==> config.mk <==
export PLATFORM = sky130hd
export DESIGN_NAME = program_loader
export DESIGN_NICKNAME = d
export VERILOG_FILES = /design/src/rtl/program_loader.sv
export SDC_FILE = /design/constraint.sdc
export NUM_CORES = 1
export LEC_CHECK = 0
export CELL_PAD_IN_SITES_DETAIL_PLACEMENT = 1
export CELL_PAD_IN_SITES_GLOBAL_PLACEMENT = 1
export CORE_ASPECT_RATIO = 1.75
export CORE_MARGIN = 2
export CORE_UTILIZATION = 42
export CTS_CLUSTER_DIAMETER = 50
export DETAILED_ROUTE_END_ITERATION = 8
export PLACE_DENSITY_LB_ADDON = 0.1
export SLEW_MARGIN = 20
export SYNTH_ARGS = -nofsm -noshare
export SYNTH_HDL_FRONTEND = slang
export SYNTH_SLANG_ARGS = --single-unit
==> constraint.sdc <==
create_clock -name clk -period 3.3 [get_ports clk]
set_input_delay 0.66 -clock clk [delete_from_list [all_inputs] [get_ports clk]]
set_output_delay 0.66 -clock clk [all_outputs]
set_load 0.005 [all_outputs]
==> src/rtl/program_loader.sv <==
// program_loader: receives a LEN/data/CSUM byte frame and writes big-endian words into instruction memory,
// holding the core in clear until a checksum-valid image has been loaded.
module program_loader #(
    parameter int MAX_WORDS = 256,
    parameter int ADDR_W    = 32
) (
    input  logic              clk,
    input  logic              reset,
    input  logic              start,
    input  logic [7:0]        in_data,
    input  logic              in_valid,
    output logic              in_ready,
    output logic [ADDR_W-1:0] writeAddr,
    output logic [31:0]       writeData,
    output logic              wr,
    output logic              core_hold,
    output logic              done,
    output logic              err,
    output logic [8:0]        word_count
);
    typedef enum logic [2:0] {IDLE, LEN, DATA, WRITE, CSUM, DONE} loaderState;

    loaderState  state;
    logic [8:0]  wordTotal;
    logic [1:0]  byteIdx;
    logic [7:0]  runXor;
    logic [23:0] shiftWord;
    logic        take;
    logic [8:0]  nextCount;

    assign take      = in_valid && in_ready;
    assign nextCount = word_count + 9'd1;
    assign core_hold = !(done && !err);

    always_ff @(posedge clk or negedge reset) begin
        if (!reset) begin
            state      <= IDLE;
            in_ready   <= 1'b0;
            wr         <= 1'b0;
            done       <= 1'b0;
            err        <= 1'b0;
            writeAddr  <= '0;
            writeData  <= '0;
            word_count <= '0;
            wordTotal  <= '0;
            byteIdx    <= '0;
            runXor     <= '0;
            shiftWord  <= '0;
        end else begin
            case (state)
                IDLE, DONE: if (start) begin
                    state      <= LEN;
                    in_ready   <= 1'b1;
                    done       <= 1'b0;
                    err        <= 1'b0;
                    word_count <= '0;
                end
                LEN: if (take) begin
                    wordTotal  <= (in_data == 8'd0) ? 9'(MAX_WORDS) : {1'b0, in_data};
                    byteIdx    <= '0;
                    word_count <= '0;
                    runXor     <= '0;
                    state      <= DATA;
                end
                DATA: if (take) begin
                    shiftWord <= {shiftWord[15:0], in_data};
                    runXor    <= runXor ^ in_data;
                    byteIdx   <= byteIdx + 2'd1;
                    // the 4th byte completes the word straight from the shifter, so the write starts this edge
                    if (byteIdx == 2'd3) begin
                        state     <= WRITE;
                        in_ready  <= 1'b0;
                        wr        <= 1'b1;
                        writeData <= {shiftWord, in_data};
                        writeAddr <= ADDR_W'({word_count, 2'b00});
                    end
                end
                WRITE: begin
                    wr         <= 1'b0;
                    in_ready   <= 1'b1;
                    word_count <= nextCount;
                    state      <= (nextCount == wordTotal) ? CSUM : DATA;
                end
                CSUM: if (take) begin
                    err      <= in_data != runXor;
                    done     <= 1'b1;
                    in_ready <= 1'b0;
                    state    <= DONE;
                end
                default: state <= IDLE;
            endcase
        end
    end
endmodule

==> metrics <==
area delta synth->final=21.9%; Slew Viols, Final=0; Synth top area share=53.9%; Cell Chain, Critical Path=ha_1, nand3_2, or3_1, a21oi_1, nor3_1, or4_1, nand2_1; R2R depth=7; total of max-cap violations=0; reg2reg setup slack=0.98 ns; # setup viols final=0; RSZ-0062 raised after global routing=no; Lkg Pwr=2.64 nW; aggregate routed wire length=11.0 mm; DR iter-0 viols=146; DR vias/cell=5.33; Internal=3.14 mW; setup TNS=0 ns; outcome=finished clean; Avg WL per Cell=17.1 um; Worst setup EP type=flop; deepest clock path buffer count=2; Largest stage delay, worst path=0.52 ns; Diodes inserted=0; final setup margin=0.981 ns; Final Skew=0.00773 ns; Port Buffers=66; Clk Latency, worst-skew pair=0.35 ns; Clk pin slew, worst setup/hold paths=0.07 ns; CTS Hold Buffers Added=0; Overflow after GRT=0; number of enable flip-flop cells after synthesis=0; layout cells sized above 1=15.8%; Final Hold Viols=0; Post-synth top cells=105 x nand2_1, 100 x dfrtp_1, 48 x mux2_2; Die Area=12,000 um2; Most used DFF post-synth=dfrtp_1; sw frac=33.9%; most common cell in the netlist=nand2_1; leading area contributor after synthesis=dfrtp_1; pwr dens=838 nW/um2; Die X=83.5 um; sequential power share=42.7%; CTS resizes=0; post-synthesis sequential area ratio=53.9%; Initial Util=43.2%; initial antenna violation count=0; Post-Syn Area=4650 um2; nets=521; Yosys reg bits=100; Synth Instances=446; combinational share of power=33.5%; slowest CP cell=or4_1; ys async rst share=100%; FF-to-FF Start=word_count[0]; Final period util=70.3%; site row count=50; kind of critical path=flop to flop; H-tree levels=3; Worst R2R End=state[2]; # IOs=90; WP data required=3.59 ns; Netlist cell types=44; Clock Power Share=23.8%; pre-CTS setup slack=0.663 ns; Syn. warnings=0; global-route wire length before repair=18.2 mm; Final Wtd Congestion=0.803; Initial DRT Pass Iterations=4; post-DP HPWL=7.67 mm; worst slew pin tran=0.614 ns; CP Launch Type=flop; root buf cell=clkbuf_16; CTS Sinks=100; Chip Height=143 um; DRC errors left=0; Hold Path Class=primary input to async pin; Num CTS Buffers=9; vias in the first global route=3,542; worst-path fanout max=8; largest net degree at the start of global routing=101; Post-CTS Setup Inserts=0; area of the core=10,800 um2; top cells by area, synth=dfrtp_1 54%, mux2_2 12%, nand2_1 8.5%, o21ai_0 3.8%, buf_4 3.7%; post-route antenna net violation count=0; GRT Overall Usage=19.3%; via count=3,421; Peak VDD IR=0.363 mV; Fmax=431 MHz; Net Sw Power=1.61 mW; Slew headroom=59.1%; Critical Path AT=2.61 ns; Period minus WS final=2.32 ns; Mapped Avg Cell Area=10.4 um2; TritonCTS clock tree=yes
==> routing by layer <==
layer | global-route usage (%) | vias up | routed length, um
met5 | 0 | - | 0
met4 | 7.47 | 0 | 207
met3 | 3.64 | 11 | 326
met2 | 35.0 | 72 | 6000
met1 | 22.6 | 1741 | 4420
li1 | - | 1597 | -
==> final cells by class <==
class                   count  area [um2]
multi-input cells         318        1920
flip-flops and latches    100        2500
clock buffers               9         225
fillers                  1194        5090
clock inverters             7        90.1
well taps                 130         163
inverters                   3        11.3
repair buffers             75         751
==> sequential cells by signal, indices dropped and copies added, names as in the netlist <==
register,count
writeData,32
shiftWord,24
wordTotal,9
word_count,9
writeAddr,9
runXor,8
state,3
byteIdx,2
done,1
err,1
in_ready,1
wr,1
==> cells in the final DEF (no fill, tap or decap), types with 2 or more instances in the layout <==
master,netlist,layout
nand3_1,8,8
clkbuf_16,0,9
nand2b_1,4,4
a21oi_1,12,12
mux2_2,48,48
xor2_1,12,12
clkdlybuf4s50_1,0,65
nor2_1,13,13
nor2b_1,4,4
conb_1,1,23
dfrtp_1,100,100
ha_1,2,2
a31oi_1,3,3
inv_8,0,3
nand3b_1,2,2
inv_6,0,2
buf_12,0,2
xnor2_1,7,7
nor3_1,7,7
o21ai_0,35,35
o31ai_1,4,4
nand2_1,105,104
nor4_1,6,6
or2_2,2,2
a22o_1,3,3
buf_4,23,8
inv_1,3,3
==> worst max-delay path by stage <==
stage,start,endpoint,slack [ns],cells past startpoint
3_3_place_gp,in_valid,writeData[8],0.75,6
3_5_place_dp,in_valid,runXor[0],0.66,8
5_1_grt,word_count[0],state[2],0.81,7
6_report,word_count[0],state[2],0.98,7
4_1_cts,word_count[0],state[2],0.98,7
2_1_floorplan,word_count[0],state[2],1.32,7
==> power by group through the flow <==
stage	registers [mW]	clock network [mW]	logic, mW
finish	2.03	1.13	1.59
global route	2.11	1.21	1.77
CTS	2.03	1.16	1.63
detailed placement	2.05	0	1.62
global placement	2.02	0	1.55
floorplan	1.95	0	0.978
==> kinds of logic (layout without fill, tap and decap cells) <==
group | after synthesis | count (layout) | synth area share [%]
fa+ha+maj | 2 | 2 | 0.539
compound gates | 66 | 66 | 8.40
flops | 100 | 100 | 53.9
mux | 49 | 49 | 11.9
other cells | 1 | 23 | 0.0807
buf+inv | 50 | 94 | 6.68
xor+xnor | 19 | 19 | 3.58
simple gates | 159 | 159 | 15.0
==> worst max-delay path: cells and delay by family (launching register included) <==
| family | cells | cell delay (ns) |
|---|---|---|
| AOI/OAI and AO/OA | 1 | 0.18 |
| adders and majority gates | 1 | 0.32 |
| DFF | 1 | 0.49 |
| and+or+nand+nor | 5 | 1.26 |
==> through the flow <==
step / hold WS (ns) / area, um2 / instances / util [%] / total power, mW
after CTS: 0.390 / 5670 / 642 / 52.7 / 4.82
after detailed placement: 0.459 / 5350 / 626 / 49.7 / 3.67
after global placement: 0.459 / 5350 / 626 / 49.7 / 3.58
final: 0.342 / 5670 / 642 / 52.7 / 4.75
after global routing: 0.404 / 5670 / 642 / 52.7 / 5.09
after floorplan: 0.364 / 4730 / 468 / - / 2.93
Power figures use the tool's default switching activity.
